$ cat src/rtl/pc_stack.sv
// Program counter with a circular return-address stack, stepped on one instruction phase.
// Optional sticky overflow/underflow flags are built when PC_STACK_FLAGS_EN is defined.
module pc_stack #(
    parameter int ADDR_W     = 12,
    parameter int DEPTH      = 3,
    parameter int STEP_CYCLE = 7
) (
    input  logic                       clk,
    input  logic                       rst,
    input  logic [2:0]                 i_cycle,
    input  logic                       i_advance,
    input  logic                       i_jump,
    input  logic                       i_call,
    input  logic                       i_ret,
    input  logic [ADDR_W-1:0]          i_target,
    input  logic                       i_flag_clr,
    output logic [ADDR_W-1:0]          o_pc_addr,
    output logic [$clog2(DEPTH+1)-1:0] o_stack_depth,
    output logic                       o_stack_overflow,
    output logic                       o_stack_underflow
);
    localparam int PW = (DEPTH > 1) ? $clog2(DEPTH) : 1;
    localparam int CW = $clog2(DEPTH+1);

    logic [ADDR_W-1:0] r_pc;
    logic [PW-1:0]     r_wp;
    logic [CW-1:0]     r_count;
    logic [ADDR_W-1:0] r_mem [DEPTH];

    logic              w_step;
    logic              w_do_call;
    logic              w_do_jump;
    logic              w_do_ret;
    logic              w_do_adv;
    logic              w_full;
    logic              w_empty;
    logic [ADDR_W-1:0] w_pc_inc;
    logic [PW-1:0]     w_wp_inc;
    logic [PW-1:0]     w_wp_dec;
    logic [ADDR_W-1:0] w_pc_next;
    logic [PW-1:0]     w_wp_next;
    logic [CW-1:0]     w_count_next;

    assign w_step    = (i_cycle == 3'(STEP_CYCLE));
    assign w_full    = (r_count == CW'(DEPTH));
    assign w_empty   = (r_count == '0);
    assign w_pc_inc  = r_pc + 1'b1;
    assign w_wp_inc  = (r_wp == PW'(DEPTH-1)) ? '0 : r_wp + 1'b1;
    assign w_wp_dec  = (r_wp == '0) ? PW'(DEPTH-1) : r_wp - 1'b1;

    // Fixed priority: call > jump > ret > advance.
    assign w_do_call = w_step & i_call;
    assign w_do_jump = w_step & ~i_call & i_jump;
    assign w_do_ret  = w_step & ~i_call & ~i_jump & i_ret;
    assign w_do_adv  = w_step & ~i_call & ~i_jump & ~i_ret & i_advance;

    always_comb begin
        w_pc_next    = r_pc;
        w_wp_next    = r_wp;
        w_count_next = r_count;
        if (w_do_call) begin
            w_pc_next = i_target;
            w_wp_next = w_wp_inc;
            if (!w_full) w_count_next = r_count + 1'b1;
        end else if (w_do_jump) begin
            w_pc_next = i_target;
        end else if (w_do_ret) begin
            if (w_empty) begin
                w_pc_next = w_pc_inc;
            end else begin
                w_pc_next    = r_mem[w_wp_dec];
                w_wp_next    = w_wp_dec;
                w_count_next = r_count - 1'b1;
            end
        end else if (w_do_adv) begin
            w_pc_next = w_pc_inc;
        end
    end

    always_ff @(posedge clk or posedge rst) begin
        if (rst) begin
            r_pc    <= '0;
            r_wp    <= '0;
            r_count <= '0;
        end else begin
            r_pc    <= w_pc_next;
            r_wp    <= w_wp_next;
            r_count <= w_count_next;
        end
    end

    // A push into a full stack simply overwrites the oldest slot, which sits at wp.
    genvar gi;
    generate
        for (gi = 0; gi < DEPTH; gi++) begin : g_mem
            always_ff @(posedge clk or posedge rst) begin
                if (rst) begin
                    r_mem[gi] <= '0;
                end else if (w_do_call && (r_wp == PW'(gi))) begin
                    r_mem[gi] <= w_pc_inc;
                end
            end
        end
    endgenerate

`ifdef PC_STACK_FLAGS_EN
    logic r_overflow;
    logic r_underflow;

    // A set event on the same edge as flag_clr leaves the flag set.
    always_ff @(posedge clk or posedge rst) begin
        if (rst) begin
            r_overflow  <= 1'b0;
            r_underflow <= 1'b0;
        end else begin
            if (w_do_call && w_full)      r_overflow <= 1'b1;
            else if (i_flag_clr)          r_overflow <= 1'b0;
            if (w_do_ret && w_empty)      r_underflow <= 1'b1;
            else if (i_flag_clr)          r_underflow <= 1'b0;
        end
    end

    assign o_stack_overflow  = r_overflow;
    assign o_stack_underflow = r_underflow;
`else
    logic w_unused_clr;
    assign w_unused_clr      = i_flag_clr;
    assign o_stack_overflow  = 1'b0;
    assign o_stack_underflow = 1'b0;
`endif

    assign o_pc_addr     = r_pc;
    assign o_stack_depth = r_count;

endmodule

$ cat config.mk
export PLATFORM = sky130hd
export DESIGN_NAME = pc_stack
export DESIGN_NICKNAME = d
export VERILOG_FILES = /design/src/rtl/pc_stack.sv
export SDC_FILE = /design/constraint.sdc
export NUM_CORES = 1
export LEC_CHECK = 0
export ABC_AREA = 1
export ABC_CLOCK_PERIOD_IN_PS = 1750
export CORE_AREA = 2 2 102 79
export DETAILED_ROUTE_END_ITERATION = 6
export DIE_AREA = 0 0 104 81
export MAX_ROUTING_LAYER = met4
export PLACE_DENSITY = 0.66
export SYNTH_ARGS = -nofsm -noshare
export SYNTH_HDL_FRONTEND = slang
export SYNTH_SLANG_ARGS = --single-unit
$ cat constraint.sdc
create_clock -name clk -period 1.75 [get_ports clk]
set_input_delay 0.35 -clock clk [delete_from_list [all_inputs] [get_ports clk]]
set_output_delay 0.35 -clock clk [all_outputs]
set_load 0.05 [all_outputs]
==> Flow_metrics.wiki, run 1 <==
{| class="wikitable"
! Metric !! Value
|-
| Outcome || complete, no violations
|-
| WS Path Type || reg -> reg
|-
| GRT Residual Overflow || 0
|-
| Fin. max-slew vios || 0
|-
| Critical Path Start Type || flop
|-
| Cell leakage power || about 1.8 nW
|-
| Crit path cell chain || inv_1 > buf_4 > ha_1 > inv_1 > nor2_4 > inv_2 > nand2_1 > o21ai_2
|-
| Register share of total power || 36.8%
|-
| Cell family contributing the most delay on the critical path || buffers and inverters
|-
| Maximum ir drop on the vdd rail || between 500 and 600 uV
|-
| HPWL after detailed placement || 5650 um
|-
| Initial antenna violation count || 0
|-
| Switching power summed over all nets || about 2.3 mW
|-
| Global-route wire length before repair || approximately 13000 um
|-
| Unrepaired setup endpoints after global routing || no
|-
| Kind of end point of the critical path || flop
|-
| Largest fanout of any net on the critical path || 20
|-
| Maximum number of pins on one net before global-route repair || 53
|-
| TritonCTS clock tree || built
|-
| # DRC || 0
|-
| Die Y || 81 um
|-
| Delay of the slowest critical-path stage || between 0.4 and 0.5 ns
|-
| Initial DRC Count || 144
|-
| Std-Cell Core Area || between 0.007 and 0.008 mm^2
|-
| Cell with the biggest individual delay on the critical path || sky130_fd_sc_hd__dfrtp_2
|-
| Switching Share || approximately 44%
|-
| Standard-cell rows || 28
|-
| Skew final || about 0.012 ns
|-
| First-pass DRT Iterations || 4
|-
| Number of warnings issued by yosys || 0
|-
| Portion of the post-synthesis area used by sequential elements || ~43%
|-
| Max cap viols || 0
|-
| CP Buf/Inv Count || 4
|-
| Crit path required time || 2.00 ns
|-
| CTS Buffer Depth || 2
|-
| Number of enable flip-flop cells after synthesis || 0
|-
| Final clock period utilization by the worst path || 91.9%
|-
| Total number of nets in the final design || about 480
|-
| Ports || 38
|-
| Cell-internal power || a little under 3 mW
|-
| Post-Synthesis Cells || 390
|-
| Depth of the CTS H-tree || 2
|-
| Number of non-filler instances in the completed layout || 555
|-
| Achievable Freq || 0.622 GHz
|-
| Final setup fails || 0
|-
| Number of storage elements in the synthesis netlist || 52
|-
| Floorplan die area || between 0.008 and 0.009 mm^2
|-
| Diode insertion count for antenna repair || 0
|-
| Drt wl/cell || about 14 um
|-
| Most numerous cell on the critical path || sky130_fd_sc_hd__inv_1
|-
| Floorplan die width || between 100 and 150 um
|-
| Total CTS buffers || 5
|-
| Data arrival time of the critical path || between 1.5 and 2 ns
|-
| Effective utilization at floorplan || 40.1%
|-
| Number of nets with antenna violations after detailed routing || 0
|-
| Sinks on Clock Net || between 50 and 60
|-
| Worst skew pair latency || approximately 0.32 ns
|-
| Cell Area, Synth || 0.00303 mm^2
|-
| Clock root buffer || sky130_fd_sc_hd__clkbuf_8
|-
| Port-buffer cells || 34
|-
| Class of the tightest hold or removal check || in -> async
|-
| Via count normalized by instance count || between 4 and 5
|-
| Clock edge transition at the registers on the reported setup and hold paths || around 0.10 ns
|-
| Top FF cell, synth || sky130_fd_sc_hd__dfrtp_1
|-
| Global placement routability congestion || between 0.8 and 0.9
|-
| Time the final worst path needs with I/O delays and setup || 1.61 ns
|-
| Endpoints failing hold || 0
|-
| Post-synth ARST share || 100%
|-
| Global-route usage over all layers || 20.3%
|-
| Number of library cell types mapped by synthesis || 31
|-
| Post-synthesis average cell area || around 7.8 um^2
|-
| Count of placed standard cells including taps || between 500 and 600
|-
| Via count of the first global-routing pass || approximately 2600
|-
| Proportion of layout cells with a drive suffix above 1 || between 20% and 30%
|-
| Area Growth Syn to Fin || 25.0%
|-
| Final wirelength || roughly 7700 um
|-
| Routed via count || 2739
|-
| Power per Cell Area || 1400 mW/mm^2
|-
| Proportion of power drawn by the clock network || a little over an eighth
|-
| Combinational share of power || about half
|-
| Total Neg Setup Slack || 0 ns
|}
layout make-up:
class                   instances  area (um^2)
well taps                     105          131
multi-input cells             280         1490
inverters                      43          173
flip-flops and latches         52         1300
clock inverters                 3         21.3
clock buffers                   5         68.8
fillers                       761         3770
repair buffers                 67          603
registers in the layout (all words and copies together) (netlist names):
register / count
r_wp: 2
r_mem: 36
o_stack_depth: 2
o_pc_addr: 12
power by group through the flow:
stage | logic (mW) | clock network (mW) | registers [mW]
final | 2.63 | 0.727 | 1.96
after CTS | 2.52 | 0.736 | 1.94
after floorplan | 1.37 | 0 | 2.16
after detailed placement | 2.44 | 0 | 1.96
after global placement | 2.41 | 0 | 1.94
after global routing | 2.95 | 0.779 | 2.01
layout by cell type (no fill, tap or decap), types with 2 or more instances in the layout:
cell / count
sky130_fd_sc_hd__a22oi_2: 2
sky130_fd_sc_hd__o21ai_1: 5
sky130_fd_sc_hd__dfrtp_1: 50
sky130_fd_sc_hd__a22oi_1: 16
sky130_fd_sc_hd__dfrtp_2: 2
sky130_fd_sc_hd__nor2_2: 4
sky130_fd_sc_hd__a31oi_1: 4
sky130_fd_sc_hd__ha_1: 5
sky130_fd_sc_hd__nand4_1: 4
sky130_fd_sc_hd__clkdlybuf4s50_1: 20
sky130_fd_sc_hd__nor3_1: 3
sky130_fd_sc_hd__inv_1: 34
sky130_fd_sc_hd__o21ai_2: 16
sky130_fd_sc_hd__o21ai_0: 19
sky130_fd_sc_hd__inv_4: 3
sky130_fd_sc_hd__buf_12: 4
sky130_fd_sc_hd__a21oi_1: 6
sky130_fd_sc_hd__nor2_1: 21
sky130_fd_sc_hd__o21a_1: 2
sky130_fd_sc_hd__ha_4: 2
sky130_fd_sc_hd__nand2_1: 134
sky130_fd_sc_hd__nand3_1: 21
sky130_fd_sc_hd__nand2_2: 3
sky130_fd_sc_hd__clkbuf_8: 5
sky130_fd_sc_hd__conb_1: 2
sky130_fd_sc_hd__clkinvlp_4: 2
sky130_fd_sc_hd__xor2_1: 2
sky130_fd_sc_hd__nor2_4: 4
sky130_fd_sc_hd__inv_2: 4
sky130_fd_sc_hd__buf_4: 43
worst min-delay path, stage by stage:
cell and delay [ns]:
sky130_fd_sc_hd__clkdlybuf4s50_1 0.41, sky130_fd_sc_hd__inv_2 0.07, sky130_fd_sc_hd__buf_12 0.26
metal layers:
metal / GRT usage, % / vias up / share of wire, %
met2: 32.2 / 83 / 45
met5: - / - / 0
li1: - / 1372 / -
met3: 3.69 / 6 / 5.2
met4: 3.92 / 0 / 0.56
met1: 27.7 / 1278 / 49
metrics by stage:
step	power (mW)	setup slack [ns]	hold WS (ns)	util [%]	cell area, um^2
final	5.31	0.143	0.390	50.1	3790
after CTS	5.20	0.0125	0.412	49.6	3750
after global placement	4.35	-0.0766	0.455	48.0	3630
after floorplan	3.53	0.0289	0.442	-	3040
after detailed placement	4.41	-0.127	0.459	48.0	3630
after global routing	5.75	0.0165	0.408	50.1	3790
path summary, 6_finish.rpt:
path,start,to,slack [ns],depth (start not counted)
worst min register to register,r_mem[1],r_mem[1],0.48,2
worst max-delay path,r_wp[1],r_mem[20],0.14,8
worst min-delay path,rst,r_mem[24],0.39,3
min in group clk,r_mem[1],r_mem[1],0.48,2
max in group asynchronous,rst,o_pc_addr[0],1.10,3
worst max register to register,r_wp[1],r_mem[20],0.14,8
Yosys cell counts, types with 2 or more instances:
library cell	instances	share of area [%]
sky130_fd_sc_hd__nand2_1	134	17
sky130_fd_sc_hd__dfrtp_1	52	43
sky130_fd_sc_hd__inv_1	37	4.6
sky130_fd_sc_hd__nand3_1	21	3.5
sky130_fd_sc_hd__nor2_1	21	2.6
sky130_fd_sc_hd__o21ai_0	19	3.1
sky130_fd_sc_hd__a22oi_1	18	4.5
sky130_fd_sc_hd__o21ai_2	16	4.6
sky130_fd_sc_hd__a21oi_1	7	1.2
sky130_fd_sc_hd__ha_1	7	2.9
sky130_fd_sc_hd__buf_2	6	0.99
sky130_fd_sc_hd__buf_4	5	1.2
sky130_fd_sc_hd__o21ai_1	5	0.82
sky130_fd_sc_hd__a31oi_1	4	0.82
sky130_fd_sc_hd__buf_6	4	1.5
sky130_fd_sc_hd__nand4_1	4	0.82
sky130_fd_sc_hd__nor2_2	4	0.82
sky130_fd_sc_hd__nor2_4	4	1.5
sky130_fd_sc_hd__inv_2	3	0.37
sky130_fd_sc_hd__nand2_2	3	0.62
sky130_fd_sc_hd__nor3_1	3	0.49
sky130_fd_sc_hd__inv_4	2	0.41
sky130_fd_sc_hd__o21a_1	2	0.49
sky130_fd_sc_hd__xor2_1	2	0.58
repair_timing:
action,4_1_cts,5_1_grt
pin swaps,0,0
buffers inserted,3,0
endpoints found under the setup margin,9,10
hold buffers,0,0
resized for setup,2,9
kinds of logic after synthesis:
logic type / after synthesis / synth area share, %
XOR/XNOR: 3 / 1.11
AO/OA/AOI/OAI: 72 / 15.8
other: 1 / 0.124
AND/OR/NAND/NOR: 196 / 27.9
adder cells (fa/ha/maj): 7 / 2.89
flip-flops: 52 / 42.9
buffers and inverters: 59 / 9.32
Note: power is estimated with default switching activity, not from simulation.
==> run 2: changes to the inputs <==
Settings changed: ABC_CLOCK_PERIOD_IN_PS 1750 to not set, GPL_TIMING_DRIVEN set to 0, SKIP_CTS_REPAIR_TIMING set to 1.
==> Flow_metrics.wiki, run 2 (synthesis gave the netlist of run 1 again) <==
{| class="wikitable"
! Metric !! Value
|-
| Outcome || complete, no violations
|-
| Global-route wire length before repair || between 10000 and 15000 um
|-
| Via count of the first global-routing pass || ~2400
|-
| Max reg flops || 36
|-
| Worst skew pair latency || 0.32 ns
|-
| First-pass DRT Iterations || 4
|-
| Power per Cell Area || ~1400 mW/mm^2
|-
| # DRC || 0
|-
| Port-buffer cells || 34
|-
| Worst rel slew slack || between 60% and 70%
|-
| Diode insertion count for antenna repair || 0
|-
| Worst slack after detailed placement || -0.219 ns
|-
| Std-Cell Core Area || between 0.007 and 0.008 mm^2
|-
| Transition time at the pin with the least slew margin || 0.514 ns
|-
| Total Neg Setup Slack || 0 ns
|-
| Critical Path Start Type || flop
|-
| Cell family contributing the most delay on the critical path || flip-flops
|-
| Final hold slack || 0.330 ns
|-
| Number of non-filler instances in the completed layout || 550
|-
| Count of placed standard cells including taps || 531
|-
| Most frequent cells in the layout || 132 x sky130_fd_sc_hd__nand2_1, 50 x sky130_fd_sc_hd__dfrtp_1, 33 x sky130_fd_sc_hd__inv_1
|-
| Die Y || 81 um
|-
| Area after DPL || 0.00353 mm^2
|-
| Largest fanout of any net on the critical path || 7
|-
| WS Path Type || reg -> out
|-
| Initial antenna violation count || 0
|-
| CP Buf/Inv Count || 1
|-
| Clock edge transition at the registers on the reported setup and hold paths || roughly 0.11 ns
|-
| Cell leakage power || about 2.0 nW
|-
| Global placement routability congestion || around 0.85
|-
| Maximum ir drop on the vdd rail || about 700 uV
|-
| Depth of the CTS H-tree || 2
|-
| Standard-cell rows || 28
|-
| Effective utilization at floorplan || between 40 and 50%
|-
| Total CTS buffers || 5
|-
| Proportion of layout cells with a drive suffix above 1 || about a fifth
|-
| Cell with the biggest individual delay on the critical path || sky130_fd_sc_hd__dfrtp_1
|-
| Smallest setup slack after layout || between 0.05 and 0.06 ns
|-
| Global-route usage over all layers || between 10% and 20%
|-
| Fin. max-slew vios || 0
|-
| Data arrival time of the critical path || roughly 1.4 ns
|-
| Commonest non-fill, non-tap cell in the layout || sky130_fd_sc_hd__nand2_1
|-
| CTS Buffer Depth || 2
|-
| Achievable Freq || 0.589 GHz
|-
| Final clock period utilization by the worst path || 97.0%
|-
| Crit path cell chain || dlymetal6s2s_1
|-
| Number of nets with antenna violations after detailed routing || 0
|-
| Kind of end point of the critical path || output port
|-
| Floorplan die area || 0.00842 mm^2
|-
| Largest Register || r_mem
|-
| Post-route cell area || 0.00384 mm^2
|-
| Final setup fails || 0
|-
| Initial DRC Count || 231
|-
| Maximum number of pins on one net before global-route repair || 36
|-
| Total number of nets in the final design || 473
|-
| Floorplan die width || around 100 um
|-
| Unrepaired setup endpoints after global routing || yes
|-
| Via count normalized by instance count || slightly above 5
|-
| Clock root buffer || sky130_fd_sc_hd__clkbuf_8
|-
| Drt wl/cell || 14.6 um
|-
| Ports || 38
|-
| Routed via count || around 2800
|-
| Delay of the slowest critical-path stage || about 0.56 ns
|-
| Time the final worst path needs with I/O delays and setup || about 1.7 ns
|-
| Crit path required time || 1.40 ns
|-
| GRT Residual Overflow || 0
|-
| Sinks on Clock Net || 52
|-
| TritonCTS clock tree || built
|-
| Final wirelength || between 8000 and 9000 um
|-
| Max cap viols || 0
|-
| Endpoints failing hold || 0
|-
| HPWL after detailed placement || a little under 6000 um
|-
| Skew final || 0.0170 ns
|-
| Area Growth Syn to Fin || 26.7%
|-
| Class of the tightest hold or removal check || in -> async
|}
run 2: cell count changes in the layout (fill, tap and decap cells not counted), moves of 2 or more:
| cell | previous run | this run |
|---|---|---|
| sky130_fd_sc_hd__buf_12 | 4 | 1 |
| sky130_fd_sc_hd__buf_2 | 0 | 2 |
| sky130_fd_sc_hd__buf_4 | 43 | 16 |
| sky130_fd_sc_hd__buf_6 | 0 | 6 |
| sky130_fd_sc_hd__buf_8 | 0 | 2 |
| sky130_fd_sc_hd__dlymetal6s2s_1 | 0 | 14 |
| sky130_fd_sc_hd__inv_2 | 4 | 6 |
| sky130_fd_sc_hd__nand2_1 | 134 | 132 |
| sky130_fd_sc_hd__nand2_2 | 3 | 5 |
| sky130_fd_sc_hd__nor2_4 | 4 | 6 |
run 2: power by group:
part	total (mW)	internal, mW	switching, mW
logic	2.63	1.02	1.61
registers	1.97	1.64	0.326
clock network	0.723	0.285	0.438
run 2: final timing paths:
check,from,to,slack (ns),depth (start not counted)
min reg2reg,r_mem[14],r_mem[14],0.49,2
min in group clk,r_mem[14],r_mem[14],0.49,2
min,rst,r_mem[24],0.33,2
max,o_pc_addr[3],o_pc_addr[3],0.05,1
max in group asynchronous,rst,r_mem[9],0.87,3
max reg2reg,r_wp[0],o_pc_addr[8],0.06,10
run 2: metrics by stage:
stage	power, mW	util (%)
2_1_floorplan	3.53	-
3_5_place_dp	4.21	46.6
6_report	5.32	50.8
3_3_place_gp	4.16	46.4
5_1_grt	5.68	50.8
4_1_cts	4.94	47.8
run 2: final cells by class:
class | count | area, um^2
clock buffer | 5 | 68.8
multi-input combinational | 280 | 1520
inverter | 43 | 173
sequential | 52 | 1300
timing repair buffer | 45 | 470
buffer | 16 | 153
timing repair inverter | 1 | 5.00
clock inverter | 3 | 21.3
fill | 743 | 3720
tap | 105 | 131
run 2: routing by layer:
| layer | GRT usage, % | routed length, um | vias up |
|---|---|---|---|
| met2 | 29.5 | 3570 | 85 |
| met5 | - | 0 | - |
| met4 | 4.59 | 99 | 0 |
| met3 | 2.81 | 374 | 17 |
| li1 | - | - | 1353 |
| met1 | 28.1 | 4010 | 1310 |
==> run 3: changes to the inputs <==
Settings changed: PLACE_DENSITY 0.66 to 0.64, SLEW_MARGIN set to 10.
==> Flow_metrics.wiki, run 3 (synthesis gave the netlist of run 1 again) <==
{| class="wikitable"
! Metric !! Value
|-
| Outcome || complete, but fails checks
|-
| Failing checks || negative setup slack
|-
| Largest fanout of any net on the critical path || 5
|-
| Diode insertion count for antenna repair || 0
|-
| Total CTS buffers || 5
|-
| Via count normalized by instance count || roughly 5.2
|-
| Maximum number of pins on one net before global-route repair || 28
|-
| Max reg flops || 36
|-
| Die Y || 81 um
|-
| Final clock period utilization by the worst path || 101%
|-
| Global placement routability congestion || ~0.87
|-
| Number of nets with antenna violations after detailed routing || 0
|-
| Clock edge transition at the registers on the reported setup and hold paths || 0.11 ns
|-
| CTS Buffer Depth || 2
|-
| GRT Residual Overflow || 0
|-
| Kind of end point of the critical path || flop
|-
| Clock root buffer || sky130_fd_sc_hd__clkbuf_8
|-
| Initial DRC Count || about 190
|-
| Std-Cell Core Area || about 0.0076 mm^2
|-
| Effective utilization at floorplan || between 40% and 50%
|-
| Achievable Freq || approximately 0.57 GHz
|-
| Initial antenna violation count || 0
|-
| # DRC || 0
|-
| Max cap viols || 0
|-
| Smallest setup slack after layout || -0.0103 ns
|-
| Final wirelength || between 8000 and 9000 um
|-
| Most frequent cells in the layout || 123 x sky130_fd_sc_hd__nand2_1, 51 x sky130_fd_sc_hd__dfrtp_1, 33 x sky130_fd_sc_hd__inv_1
|-
| Transition time at the pin with the least slew margin || 0.593 ns
|-
| Maximum ir drop on the vdd rail || between 1000 and 1500 uV
|-
| Via count of the first global-routing pass || between 2000 and 2500
|-
| Proportion of layout cells with a drive suffix above 1 || roughly a quarter
|-
| Area Growth Syn to Fin || 32.8%
|-
| Worst setup slack for register-to-register paths || -0.01 ns
|-
| Ports || 38
|-
| Crit path required time || 1.95 ns
|-
| Area after DPL || 0.00353 mm^2
|-
| Floorplan die width || about 100 um
|-
| Fin. max-slew vios || 0
|-
| Skew final || between 0.01 and 0.015 ns
|-
| HPWL after detailed placement || 5780 um
|-
| Depth of the CTS H-tree || 2
|-
| WS Path Type || reg -> reg
|-
| Cell leakage power || roughly 2.1 nW
|-
| Standard-cell rows || 28
|-
| Global-route usage over all layers || roughly a fifth
|-
| Data arrival time of the critical path || 1.96 ns
|-
| Total number of nets in the final design || about 490
|-
| Critical Path Start Type || flop
|-
| Unrepaired setup endpoints after global routing || yes
|-
| Floorplan die area || 0.00842 mm^2
|-
| Time the final worst path needs with I/O delays and setup || 1.76 ns
|-
| Class of the tightest hold or removal check || in -> async
|-
| Final setup fails || 2
|-
| Post-route cell area || between 0.004 and 0.005 mm^2
|-
| TritonCTS clock tree || built
|-
| Global-route wire length before repair || roughly 13000 um
|-
| Total Power Consumption || about 5.9 mW
|-
| Routed via count || 2915
|-
| Worst skew pair latency || 0.32 ns
|-
| Commonest non-fill, non-tap cell in the layout || sky130_fd_sc_hd__nand2_1
|-
| Endpoints failing hold || 0
|-
| Total Neg Setup Slack || -0.0162 ns
|-
| Largest Register || r_mem
|-
| Port-buffer cells || 34
|-
| Worst rel slew slack || 60.4%
|-
| First-pass DRT Iterations || 5
|-
| Sinks on Clock Net || between 50 and 60
|-
| Drt wl/cell || around 15 um
|-
| Power per Cell Area || 1450 mW/mm^2
|}
-- run 3: changes by cell type in the layout (fill, tap and decap cells not counted), moves of 2 or more --
cell and delta:
sky130_fd_sc_hd__a22oi_1 -4, sky130_fd_sc_hd__nand2_1 -9, sky130_fd_sc_hd__a22oi_2 +4, sky130_fd_sc_hd__buf_4 +6, sky130_fd_sc_hd__nand2_2 +7, sky130_fd_sc_hd__buf_6 +5
sky130_fd_sc_hd__nand2_4 +2
-- run 3: area by class of cell --
class	instances	area [um^2]
sequential	52	1300
timing repair buffer	57	597
clock buffer	6	82.6
fill	737	3540
buffer	16	153
tap	105	131
multi-input combinational	280	1570
timing repair inverter	1	5.00
clock inverter	2	13.8
inverter	43	173
-- run 3: routing by layer --
metal / vias up / global-route usage [%] / part of all wire [%]
met5: - / - / 0
met4: 0 / 3.11 / 1.2
met3: 16 / 2.73 / 6.4
met2: 109 / 31.1 / 45
met1: 1397 / 28.6 / 47
li1: 1393 / - / -
-- run 3: worst max-delay path: stages, from the launching register on --
cell	delay, ns
sky130_fd_sc_hd__dfrtp_1	0.39
sky130_fd_sc_hd__inv_2	0.07
sky130_fd_sc_hd__buf_6	0.12
sky130_fd_sc_hd__ha_4	0.15
sky130_fd_sc_hd__buf_6	0.13
sky130_fd_sc_hd__buf_6	0.13
sky130_fd_sc_hd__buf_8	0.12
sky130_fd_sc_hd__nand2_1	0.06
sky130_fd_sc_hd__nand2_1	0.07
sky130_fd_sc_hd__a22oi_2	0.15
sky130_fd_sc_hd__nand2_1	0.09
sky130_fd_sc_hd__nand3_1	0.11
sky130_fd_sc_hd__nand2_1	0.07
-- run 3: report_power, final --
part           switching [mW]  total [mW]  internal, mW
registers               0.339        1.98          1.64
logic                    1.79        3.11          1.32
clock network           0.438       0.763         0.325
total                    2.57        5.85          3.29
-- run 3: path summary, 6_finish.rpt --
| check | from | to | cells after the start |
|---|---|---|---|
| min reg2reg | r_mem[13] | r_mem[13] | 2 |
| max in group asynchronous | rst | r_mem[33] | 3 |
| min in group clk | r_mem[13] | r_mem[13] | 2 |
| max | r_wp[0] | o_pc_addr[8] | 12 |
| min | rst | r_mem[12] | 2 |
| max reg2reg | r_wp[0] | o_pc_addr[8] | 12 |
-- run 3: metrics by stage --
step | utilization [%] | setup slack [ns] | hold WS (ns) | cells
floorplan | - | 0.0289 | 0.442 | 391
global placement | 46.4 | -1.16 | 0.456 | 530
detailed placement | 46.6 | -0.248 | 0.460 | 531
CTS | 47.9 | -0.356 | 0.449 | 539
global route | 53.2 | -0.0765 | 0.493 | 562
finish | 53.2 | -0.0103 | 0.414 | 562
